--- config.mk ---
export PLATFORM = sky130hd
export DESIGN_NAME = multi_rate_divider
export DESIGN_NICKNAME = d
export VERILOG_FILES = /design/src/rtl/rate_div_pkg.sv /design/src/rtl/rate_div_channel.sv /design/src/rtl/multi_rate_divider.sv
export SDC_FILE = /design/constraint.sdc
export NUM_CORES = 1
export LEC_CHECK = 0
export CORE_MARGIN = 8
export CORE_UTILIZATION = 45
export CTS_CLUSTER_DIAMETER = 80
export DETAILED_ROUTE_END_ITERATION = 12
export HOLD_SLACK_MARGIN = 0.12
export PLACE_DENSITY = 0.72
export RECOVER_POWER = 100
export SYNTH_ARGS = -nofsm -noshare
export SYNTH_HDL_FRONTEND = slang
export SYNTH_HIERARCHICAL = 1
export SYNTH_SLANG_ARGS = --single-unit
--- constraint.sdc ---
create_clock -name clock -period 2.3 [get_ports clock]
set_input_delay 0.46 -clock clock [delete_from_list [all_inputs] [get_ports clock]]
set_output_delay 0.46 -clock clock [all_outputs]
set_load 0.01 [all_outputs]
--- src/rtl/rate_div_pkg.sv ---
// Shared types and constants for the multi-rate divider.
package rate_div_pkg;

  typedef enum logic [1:0] {
    ST_IDLE = 2'd0,
    ST_RUN  = 2'd1,
    ST_DONE = 2'd2
  } ch_state_e;

  localparam logic MODE_PERIODIC = 1'b0;
  localparam logic MODE_ONESHOT  = 1'b1;

  localparam int unsigned CNT_W_DEF = 29;

endpackage

--- src/rtl/rate_div_channel.sv ---
// One divider channel: IDLE/RUN/DONE state machine, down-counter, shadow and
// active period, registered terminal-count pulse.
// Optional 8-bit pulse counter when RATE_DIV_TICKCNT_EN is defined.
module rate_div_channel
  import rate_div_pkg::*;
#(
  parameter int unsigned CNT_W = CNT_W_DEF
) (
  input  logic             clock,
  input  logic             reset_n,
  input  logic             we_i,
  input  logic             restart_i,
  input  logic [CNT_W-1:0] cycles_i,
  input  logic             mode_i,
  input  logic             run_en_i,
  output logic             pulse_o,
  output logic             busy_o
`ifdef RATE_DIV_TICKCNT_EN
  , output logic [7:0]     tick_cnt_o
`endif
);

  ch_state_e        state_q, state_d;
  logic [CNT_W-1:0] cnt_q, cnt_d;
  logic [CNT_W-1:0] shadow_q, shadow_d;
  logic [CNT_W-1:0] active_q, active_d;
  logic             mode_q, mode_d;
  logic             pulse_q, pulse_d;

  // State and datapath registers
  always_ff @(posedge clock or negedge reset_n) begin
    if (!reset_n) begin
      state_q  <= ST_IDLE;
      cnt_q    <= '0;
      shadow_q <= '0;
      active_q <= '0;
      mode_q   <= MODE_PERIODIC;
      pulse_q  <= 1'b0;
    end else begin
      state_q  <= state_d;
      cnt_q    <= cnt_d;
      shadow_q <= shadow_d;
      active_q <= active_d;
      mode_q   <= mode_d;
      pulse_q  <= pulse_d;
    end
  end

  // Next-state logic; a restarting write is applied last so it overrides
  // any terminal count on the same edge.
  always_comb begin
    state_d  = state_q;
    cnt_d    = cnt_q;
    shadow_d = shadow_q;
    active_d = active_q;
    mode_d   = mode_q;
    pulse_d  = 1'b0;

    if (we_i) begin
      shadow_d = cycles_i;
      mode_d   = mode_i;
    end

    case (state_q)
      ST_IDLE: begin
        cnt_d = active_q;
        if (run_en_i) state_d = ST_RUN;
      end
      ST_RUN: begin
        if (!run_en_i) begin
          state_d = ST_IDLE;
        end else if (cnt_q == '0) begin
          pulse_d = 1'b1;
          if (mode_d == MODE_ONESHOT) begin
            state_d = ST_DONE;
          end else begin
            cnt_d    = shadow_d;
            active_d = shadow_d;
          end
        end else begin
          cnt_d = cnt_q - CNT_W'(1);
        end
      end
      ST_DONE: begin
        if (!run_en_i) state_d = ST_IDLE;
      end
      default: state_d = ST_IDLE;
    endcase

    if (we_i && restart_i) begin
      active_d = cycles_i;
      cnt_d    = cycles_i;
      pulse_d  = 1'b0;
      state_d  = run_en_i ? ST_RUN : ST_IDLE;
    end
  end

  // Outputs decoded from registered state
  always_comb begin
    busy_o  = (state_q == ST_RUN);
    pulse_o = pulse_q;
  end

`ifdef RATE_DIV_TICKCNT_EN
  logic [7:0] tick_q, tick_d;

  // Pulse counter: wraps naturally, cleared by a restarting write
  always_comb begin
    tick_d = tick_q;
    if (we_i && restart_i) tick_d = '0;
    else if (pulse_d)      tick_d = tick_q + 8'd1;
  end

  // Pulse counter register
  always_ff @(posedge clock or negedge reset_n) begin
    if (!reset_n) tick_q <= '0;
    else          tick_q <= tick_d;
  end

  assign tick_cnt_o = tick_q;
`endif

endmodule

--- src/rtl/multi_rate_divider.sv ---
// N-channel programmable rate divider, periodic or one-shot per channel,
// configured through a single write port.
// Define RATE_DIV_TICKCNT_EN to add the per-channel tick_cnt pulse counters.
module multi_rate_divider
  import rate_div_pkg::*;
#(
  parameter int unsigned NUM_CH = 4,
  parameter int unsigned CNT_W  = CNT_W_DEF,
  parameter int unsigned CH_W   = (NUM_CH > 1) ? $clog2(NUM_CH) : 1
) (
  input  logic                clock,
  input  logic                reset_n,
  input  logic                cfg_we,
  input  logic [CH_W-1:0]     cfg_ch,
  input  logic [CNT_W-1:0]    cfg_cycles,
  input  logic                cfg_mode,
  input  logic                cfg_restart,
  input  logic [NUM_CH-1:0]   run_en,
  output logic [NUM_CH-1:0]   pulse,
  output logic [NUM_CH-1:0]   busy
`ifdef RATE_DIV_TICKCNT_EN
  , output logic [NUM_CH*8-1:0] tick_cnt
`endif
);

  for (genvar i = 0; i < NUM_CH; i++) begin : g_ch
    logic ch_we;

    // Write decode: out-of-range channel indices match no channel
    always_comb ch_we = cfg_we && (cfg_ch == CH_W'(i));

    rate_div_channel #(
      .CNT_W (CNT_W)
    ) u_ch (
      .clock      (clock),
      .reset_n    (reset_n),
      .we_i       (ch_we),
      .restart_i  (cfg_restart),
      .cycles_i   (cfg_cycles),
      .mode_i     (cfg_mode),
      .run_en_i   (run_en[i]),
      .pulse_o    (pulse[i]),
      .busy_o     (busy[i])
`ifdef RATE_DIV_TICKCNT_EN
      , .tick_cnt_o (tick_cnt[8*i +: 8])
`endif
    );
  end

endmodule

# After elaboration in Yosys (flattened, before gate mapping)
# Index checks and enable logic that the tools add are counted.
# W data, S select, Z words.
dict set report totals {
  regBits 364
  input_bits 40
}
dict set report classes {
  n_addsub 4
  eq_ne 39
  n_mux 92
  n_reduce_logical 45
}
# op n
set ops {}
lappend ops {{$mux W29} 36}
lappend ops {{$pmux W29 S2} 4}
lappend ops {{$logic_not A29 Y1} 4}
lappend ops {{$sub A29 B1 Y29 const B} 4}
lappend ops {{$mux W2} 24}
lappend ops {{$ne A4 B4 Y1 const B} 12}
lappend ops {{$reduce_and A4 Y1} 8}
lappend ops {{$mux W1} 24}
lappend ops {{$ne A3 B2 Y1 const B} 8}
lappend ops {{$pmux W2 S3} 4}
lappend ops {{$reduce_bool A2 Y1} 12}
lappend ops {{$eq A2 B2 Y1 const B} 6}
lappend ops {{$ne A3 B3 Y1 const B} 4}
lappend ops {{$reduce_and A3 Y1} 4}
lappend ops {{$reduce_bool A3 Y1} 4}
lappend ops {{$eq A2 B1 Y1 const B} 5}
lappend ops {{$logic_not A2 Y1} 5}
lappend ops {{$logic_and A1 B1 Y1} 8}
lappend ops {{$ne A2 B2 Y1 const B} 4}

# Logic depth before layout (Yosys ltp)
# Gate-level depths: netlist (run 1).
dict set report depth {
  depth_word 8
  ltp_mapped 10
  depth_no_buf 8
}

# Cells and area by module
# The synthesis (run 1) kept the hierarchy.
# mod n_inst cells_each area_each_um2 seq_area_each_um2
set modules_own_cells {}
lappend modules_own_cells {{rate_div_channel at g_ch[1].u_ch ...} 2 434 4626.9 2277.2}
lappend modules_own_cells {{rate_div_channel at g_ch[0].u_ch} 1 452 4739.5 2277.2}
lappend modules_own_cells {{rate_div_channel at g_ch[3].u_ch} 1 431 4601.9 2277.2}
lappend modules_own_cells {multi_rate_divider 1 4 37.5 0.0}

# Worst setup path after synthesis (run 1)
# Ideal clock, no wire load.
dict set report synth_path {
  kind {reg-to-reg}
  startpoint {register g_ch[3].u_ch.cnt_q[25]}
  endpoint {register g_ch[3].u_ch.active_q[10]}
  setup_time_ps 125
  arrival_ps 2357
  setup_slack_ps -182
  path_stages_with_launch 7
  path_buffers 1
  cell_sequence {dfrtp_1 or4_4 nor4_4 nand3_2 o41ai_4 buf_6 mux2_2}
}
dict set report synth_between {
  elab_chain_cells 3
}
# element line
set synth_rtl {}
lappend synth_rtl {{start: declaration} rate_div_channel.sv:24} ;# logic [CNT_W-1:0] cnt_q, cnt_d;
lappend synth_rtl {{start signal: assignment} rate_div_channel.sv:41} ;# cnt_q <= cnt_d;
lappend synth_rtl {{$logic_not A29 Y1} rate_div_channel.sv:72} ;# end else if (cnt_q == '0) begin
lappend synth_rtl {{$reduce_bool A2 Y1 (no line)} -}
lappend synth_rtl {{$reduce_and A4 Y1 (no line)} -}
lappend synth_rtl {{end signal: assignment} rate_div_channel.sv:43} ;# active_q <= active_d;
lappend synth_rtl {{end: declaration} rate_div_channel.sv:26} ;# logic [CNT_W-1:0] active_q, active_d;
# No other way between the ends.
# A chain may end at the register's enable or synchronous reset.

# Worst setup path after layout (run 1)
dict set report layout_path {
  startpoint {register g_ch[3].u_ch.cnt_q[26]}
  endpoint {register g_ch[3].u_ch.active_q[24]}
}
# The elaborated chain is that of the path after synthesis.

==> flow_metrics.tcl, run 1 <==
set metrics [dict create \
    outcome "complete, but fails checks" \
    violations "setup timing" \
    synth.largest_area_cell "dfrtp_1" \
    synth_top_area_share_pct 48.9 \
    synth_nets 1799 \
    slew_violations 0 \
    layout_commonest_cell "dfrtp_1" \
    rows 74 \
    insertion_delay_ns 0.54 \
    post_drt_wl_per_cell_um 23.6 \
    peakVddDrop_v 0.000659 \
    r2r_start "g_ch[3].u_ch/cnt_q[26]" \
    worstPathMaxFanout 31 \
    synth_cell_types 81 \
    critPathKind "reg2reg" \
    grt_use_total_pct 25.4 \
    hold_path.class "reg2reg" \
    fmax_ghz 0.403 \
    drt_wl_total_mm 63.3 \
    dr.pass1.iters 5 \
    start_kind "flop" \
    synth_ff_type "dfrtp_1" \
    pre_cts_slack_ns -0.770 \
    drv_cap 0 \
    fp.dieW_um 219 \
    start_util_pct 45.6 \
    die_area_sq_um 48200 \
    vias 16797 \
    grt_pass1_wl_mm 96.8 \
    postSynthRegisterBits 364 \
    final_cells 2679 \
    clock-sinks 364 \
    path_cells "or4_4 > nor4_4 > nand3_2 > o41ai_4 > buf_12 > mux2_2" \
    cp_slowest_stage_delay_ns 0.56 \
    arrival_ns 2.91 \
    syn_area_per_cell_sq_um 10.6 \
    slowest_stage "or4_4" \
    r2r-end "g_ch[3].u_ch/active_q[24]" \
    antenna_found_initial 2 \
    io_pins 48 \
    antenna_left 0 \
    setup_viol 86 \
    gp_congestion 0.949 \
    drtIter0Drc 1557 \
    syn2layout_area_growth_pct 34.3 \
    relSlewSlack_pct 29.9 \
    drc 0 \
    dp_cells 2568 \
    tightest_slew_ns 1.05 \
    fin_nets 2163 \
    cts_buffer_depth 3 \
    finalCritPeriodShare_pct 108 \
    whs_ns 0.489 \
    combPwrFrac_pct 30.5 \
    fin_util_pct 61.3 \
    p_sw_share_pct 31.9 \
    clkPwrFrac_pct 28.6 \
    grt.overflow.total 0 \
    synth-edff-count 0 \
    cts_root_buffer "clkbuf_16" \
    period_needed_ns 2.48 \
    holdPathEnd "g_ch[2].u_ch/active_q[17]" \
    async_reset_ff_share_pct 100 \
    skew_ns 0.0140 \
    dp_hpwl_mm 42.1 \
    synthTopCellsByArea "dfrtp_1 (49%), mux2_2 (9.9%), mux2_1 (3.4%)" \
    htree_levels 2 \
    reg2reg_depth 6 \
    netSwitchingPower_w 0.00706 \
    ys_seq_area_share_pct 48.9 \
    die_h_um 219 \
    critPathRequiredTime_ns 2.72 \
    drive_above_1_share_pct 35.9 \
    port_buffers 47 \
    synth_area_sq_um 18600 \
    power.leakage_nw 10.6 \
    whs_path_depth 1 \
    hp-start "g_ch[2].u_ch/active_q[17]" \
    yosysWarnings 6 \
    final_cell_mix "dfrtp_1 (361), buf_4 (317), mux2_2 (124), nor2_1 (94), a21oi_1 (91)" \
    end_kind "flop" \
    reg2reg_slack_ns -0.18 \
    cts_inserted_buffers 40 \
    fin_ws_ns -0.183 \
    grt_max_degree 85 \
    p_seq_share_pct 40.9 \
    p_per_area_nw_per_um2 884 \
    clk_pin_slew_worst_paths_ns 0.06 \
    first_global_vias 16687 \
    rsz0062_at_grt "yes" \
    internal_power_w 0.0151 \
    cts_tree "yes" \
    synthCells 1755 \
    core_sq_um 40800 \
    vias_per_cell 6.27 \
    hold_viol_final 0 \
]
## through the flow
stage	TNS [ns]	total power (W)	area [sq um]
floorplan	-3.77	0.0123	18700
global placement	-106.17	0.0147	22300
detailed placement	-113.48	0.0150	22300
CTS	-5.88	0.0217	24200
global route	-14.38	0.0231	25000
finish	-7.43	0.0221	25000
## flip-flops by register name, indices dropped and copies added, names as in the netlist
register	flops
g_ch.u_ch/mode_q	4
g_ch.u_ch/active_q	116
g_ch.u_ch/pulse_o	4
g_ch.u_ch/state_q	8
g_ch.u_ch/cnt_q	116
g_ch.u_ch/shadow_q	116
## final cells by class
cell class                 count  area [sq um]
clock inverter                10          83.8
clock buffer                  59          1180
sequential                   364          9110
multi-input combinational   1237          9820
inverter                      43           161
antenna                        1          2.50
fill                        3130         15800
timing repair buffer         433          3990
tap                          532           666
## routing by layer
layer	up-vias	global-route usage, %	wire length [um]
met5	-	0	9
met4	2	12.6	3520
met3	182	5.07	5680
met2	884	39.5	28900
met1	8377	33.7	25200
li1	7352	-	-
## worst max-delay path, delay by kind of cell (launching register included)
family / cells / cell delay (ns)
muxes: 1 / 0.37
DFF: 1 / 0.38
AOI/OAI and AO/OA: 1 / 0.29
and+or+nand+nor: 3 / 1.05
buffers and inverters: 1 / 0.27
## power groups by stage
stage | Clock, W | Sequential (W) | Combinational (W)
after floorplan | 0 | 0.00888 | 0.00340
after global placement | 0 | 0.00896 | 0.00576
after detailed placement | 0 | 0.00903 | 0.00596
after CTS | 0.00638 | 0.00897 | 0.00631
after global routing | 0.00665 | 0.00922 | 0.00726
final | 0.00631 | 0.00905 | 0.00675
## what timing repair did
item | CTS | global route
cloned | 5 | 2
hold endpoints to repair | 30 | 0
hold buffers | 1 | 0
pin swaps | 13 | 53
resized for setup | 86 | 155
buffers inserted | 14 | 21
endpoints found under the setup margin | 176 | 217
## worst max-delay path by stage
stage	depth (start not counted)	startpoint	endpoint
final	6	g_ch[3].u_ch/cnt_q[26]	g_ch[3].u_ch/active_q[24]
after global routing	6	g_ch[3].u_ch/cnt_q[26]	g_ch[3].u_ch/active_q[24]
after CTS	6	g_ch[3].u_ch/cnt_q[26]	g_ch[3].u_ch/active_q[24]
after detailed placement	11	cfg_ch[0]	g_ch[2].u_ch/cnt_q[26]
after global placement	8	cfg_ch[1]	g_ch[2].u_ch/active_q[3]
after floorplan	6	g_ch[3].u_ch/cnt_q[24]	g_ch[3].u_ch/active_q[10]
## synth_stat cells, types with 26 or more instances
master / number
nand3_1: 28
a31oi_1: 56
inv_1: 43
nor4_1: 26
a221oi_1: 41
xnor2_1: 29
o22ai_1: 28
nor2_1: 116
mux2_2: 164
nor3_1: 60
a21oi_1: 97
o211ai_1: 47
a22oi_1: 39
clkbuf_1: 60
dfrtp_1: 364
or3_1: 26
o21ai_0: 73
nand2_1: 93
mux2_1: 56
## kinds of logic (layout without fill, tap and decap cells)
kind of cell	after synthesis	count (layout)	share of synthesized area (%)
AO/OA/AOI/OAI	498	498	18.0
buffers and inverters	154	545	3.61
adder cells (fa/ha/maj)	4	4	0.269
XOR/XNOR	50	50	2.35
other	0	1	0
flip-flops	364	364	48.9
AND/OR/NAND/NOR	464	464	13.6
multiplexers	221	221	13.3
(Power assumes the default switching activity.)
==> inputs of run 2 (changes only) <==
--- a/config.mk
+++ b/config.mk
@@ -10,7 +10,6 @@
 export CTS_CLUSTER_DIAMETER = 80
 export DETAILED_ROUTE_END_ITERATION = 12
 export HOLD_SLACK_MARGIN = 0.12
-export PLACE_DENSITY = 0.72
 export RECOVER_POWER = 100
 export SYNTH_ARGS = -nofsm -noshare
 export SYNTH_HDL_FRONTEND = slang
==> run 2 against run 1 <==
Effect of this change: the flow still finishes with violations (setup timing); first-iteration DRC count is 5.7% lower; largest power group unchanged; register-to-register slack about the same; critical path type unchanged; non-clock buffer count grew 27.
==> flow_metrics.tcl, run 2 (same netlist as run 1, synthesis figures left out) <==
set metrics [dict create \
    outcome "complete, but fails checks" \
    violations "setup timing" \
    dp_cells 2580 \
    grt.overflow.total 0 \
    start_kind "flop" \
    grt_pass1_wl_mm 93.5 \
    fin_ws_ns -0.169 \
    finalCritPeriodShare_pct 107 \
    hold_viol_final 0 \
    critPathKind "reg2reg" \
    p_per_area_nw_per_um2 862 \
    num-fill-cells 3240 \
    fin_setup_tns_ns -8.30 \
    whs_ns 0.485 \
    dr.pass1.iters 5 \
    drtIter0Drc 1469 \
    cts_root_buffer "clkbuf_16" \
    setup_viol 112 \
    r2r_start "g_ch[3].u_ch/cnt_q[24]" \
    skew_ns 0.00881 \
    relSlewSlack_pct 13.4 \
    slowest_stage "or4_4" \
    worstSetupStartpoint "g_ch[3].u_ch/cnt_q[24]" \
    drc 0 \
    fin_nets 2192 \
    regArea_sq_um 9110 \
    vias 16380 \
    rows 74 \
    start_util_pct 45.6 \
    reg_top3 "g_ch.u_ch/active_q x116, g_ch.u_ch/cnt_q x116, g_ch.u_ch/shadow_q x116" \
    grt_use_total_pct 24.7 \
    final_cells 2708 \
    antenna_left 0 \
    io_pins 48 \
    path_buf_inv 2 \
    drive_above_1_share_pct 35.7 \
    power.leakage_nw 10.8 \
    final_cell_mix "dfrtp_1 (363), buf_4 (306), mux2_1 (127), nor2_1 (90), nand2_1 (87)" \
    antenna_found_initial 5 \
    syn2layout_area_growth_pct 37.1 \
    hp-start "g_ch[3].u_ch/active_q[4]" \
    first_global_vias 15987 \
    htree_levels 2 \
    path_cells "or4_4 > nor4_4 > buf_4 > nand3_4 > o41ai_4 > buf_12 > mux2_2" \
    rsz0062_at_grt "yes" \
    core_sq_um 40800 \
    vias_per_cell 6.05 \
    fp.dieW_um 219 \
    die_h_um 219 \
    fmax_ghz 0.405 \
    pre_cts_slack_ns -0.716 \
    peakVddDrop_v 0.000558 \
    grt_max_degree 74 \
    tightest_slew_ns 1.30 \
    port_buffers 47 \
    post_drt_wl_per_cell_um 22.9 \
    clk_pin_slew_worst_paths_ns 0.06 \
    clock-sinks 364 \
    layout_commonest_cell "dfrtp_1" \
    dp_hpwl_mm 40.5 \
    gp_congestion 0.903 \
    drv_cap 0 \
    arrival_ns 2.91 \
    cpLargestDelayFamily "simple AND/OR/NAND/NOR gates" \
    drt_wl_total_mm 62.1 \
    die_area_sq_um 48200 \
    critPathRequiredTime_ns 2.74 \
    multi_input_area_sq_um 10100 \
    cp_slowest_stage_delay_ns 0.56 \
    cts_tree "yes" \
    cts_buffer_depth 3 \
    hold_path.class "reg2reg" \
    fin_util_pct 62.6 \
    period_needed_ns 2.47 \
    cts_inserted_buffers 41 \
    slew_violations 0 \
    end_kind "flop" \
    worstPathMaxFanout 26 \
    insertion_delay_ns 0.55 \
]
==> run 2: cell types whose count changed in the layout (fill, tap and decap cells not counted), moves of 10 or more <==
cell and change:
mux2_1 +61, mux2_2 -71, o22ai_2 +16, o22ai_1 -17
buf_4 -11, buf_6 +31, mux2_4 +10
==> run 2: area by class of cell <==
type	instances	area share, %
tap	532	2.61
timing repair buffer	460	16.6
clock inverter	11	0.323
antenna	2	0.0196
clock buffer	58	4.50
multi-input combinational	1238	39.6
sequential	364	35.7
inverter	43	0.632
==> run 2: per-layer routing <==
metal | wire length [um] | GRT usage (%) | vias up
met5 | 23 | 0 | -
met4 | 2470 | 9.94 | 4
met3 | 4430 | 3.83 | 132
met2 | 27900 | 37.6 | 603
met1 | 27200 | 35.0 | 8219
li1 | - | - | 7422
==> run 2: timing repair <==
item,CTS,global route
setup endpoints to repair,149,228
endpoints found under the hold margin,38,0
hold buffers,1,0
cloned,1,14
gates resized for setup,72,275
pin swaps,16,86
setup buffers,13,30
==> run 2: power by group <==
part,total (W),internal (W),switching (W),leakage [nW]
logic,0.00679,0.00347,0.00332,5.82
clock network,0.00621,0.00357,0.00264,0.611
registers,0.00903,0.00801,0.00102,4.40
total,0.0220,0.0150,0.00699,10.8
==> run 2: path summary, 6_finish.rpt <==
check	depth (start not counted)	end	slack, ns
max in group asynchronous	3	g_ch[2].u_ch/active_q[4]	0.24
worst max-delay path	7	g_ch[3].u_ch/active_q[25]	-0.17
min in group asynchronous	2	g_ch[0].u_ch/shadow_q[23]	0.73
worst min register to register	1	g_ch[3].u_ch/active_q[4]	0.48
worst min-delay path	1	g_ch[3].u_ch/active_q[4]	0.48
worst max register to register	7	g_ch[3].u_ch/active_q[25]	-0.17
==> run 2: through the flow <==
stage / power, W / instance area [sq um]
detailed placement: 0.0149 / 22400
finish: 0.0220 / 25500
floorplan: 0.0123 / 18700
CTS: 0.0214 / 24000
global route: 0.0231 / 25500
global placement: 0.0147 / 22400
==> run 2: worst register-to-register path: stages, from the launching register on <==
cell and delay, ns:
dfrtp_1 0.37, or4_4 0.56, nor4_4 0.25, buf_4 0.17, nand3_4 0.09, o41ai_4 0.27
buf_12 0.26, mux2_2 0.37
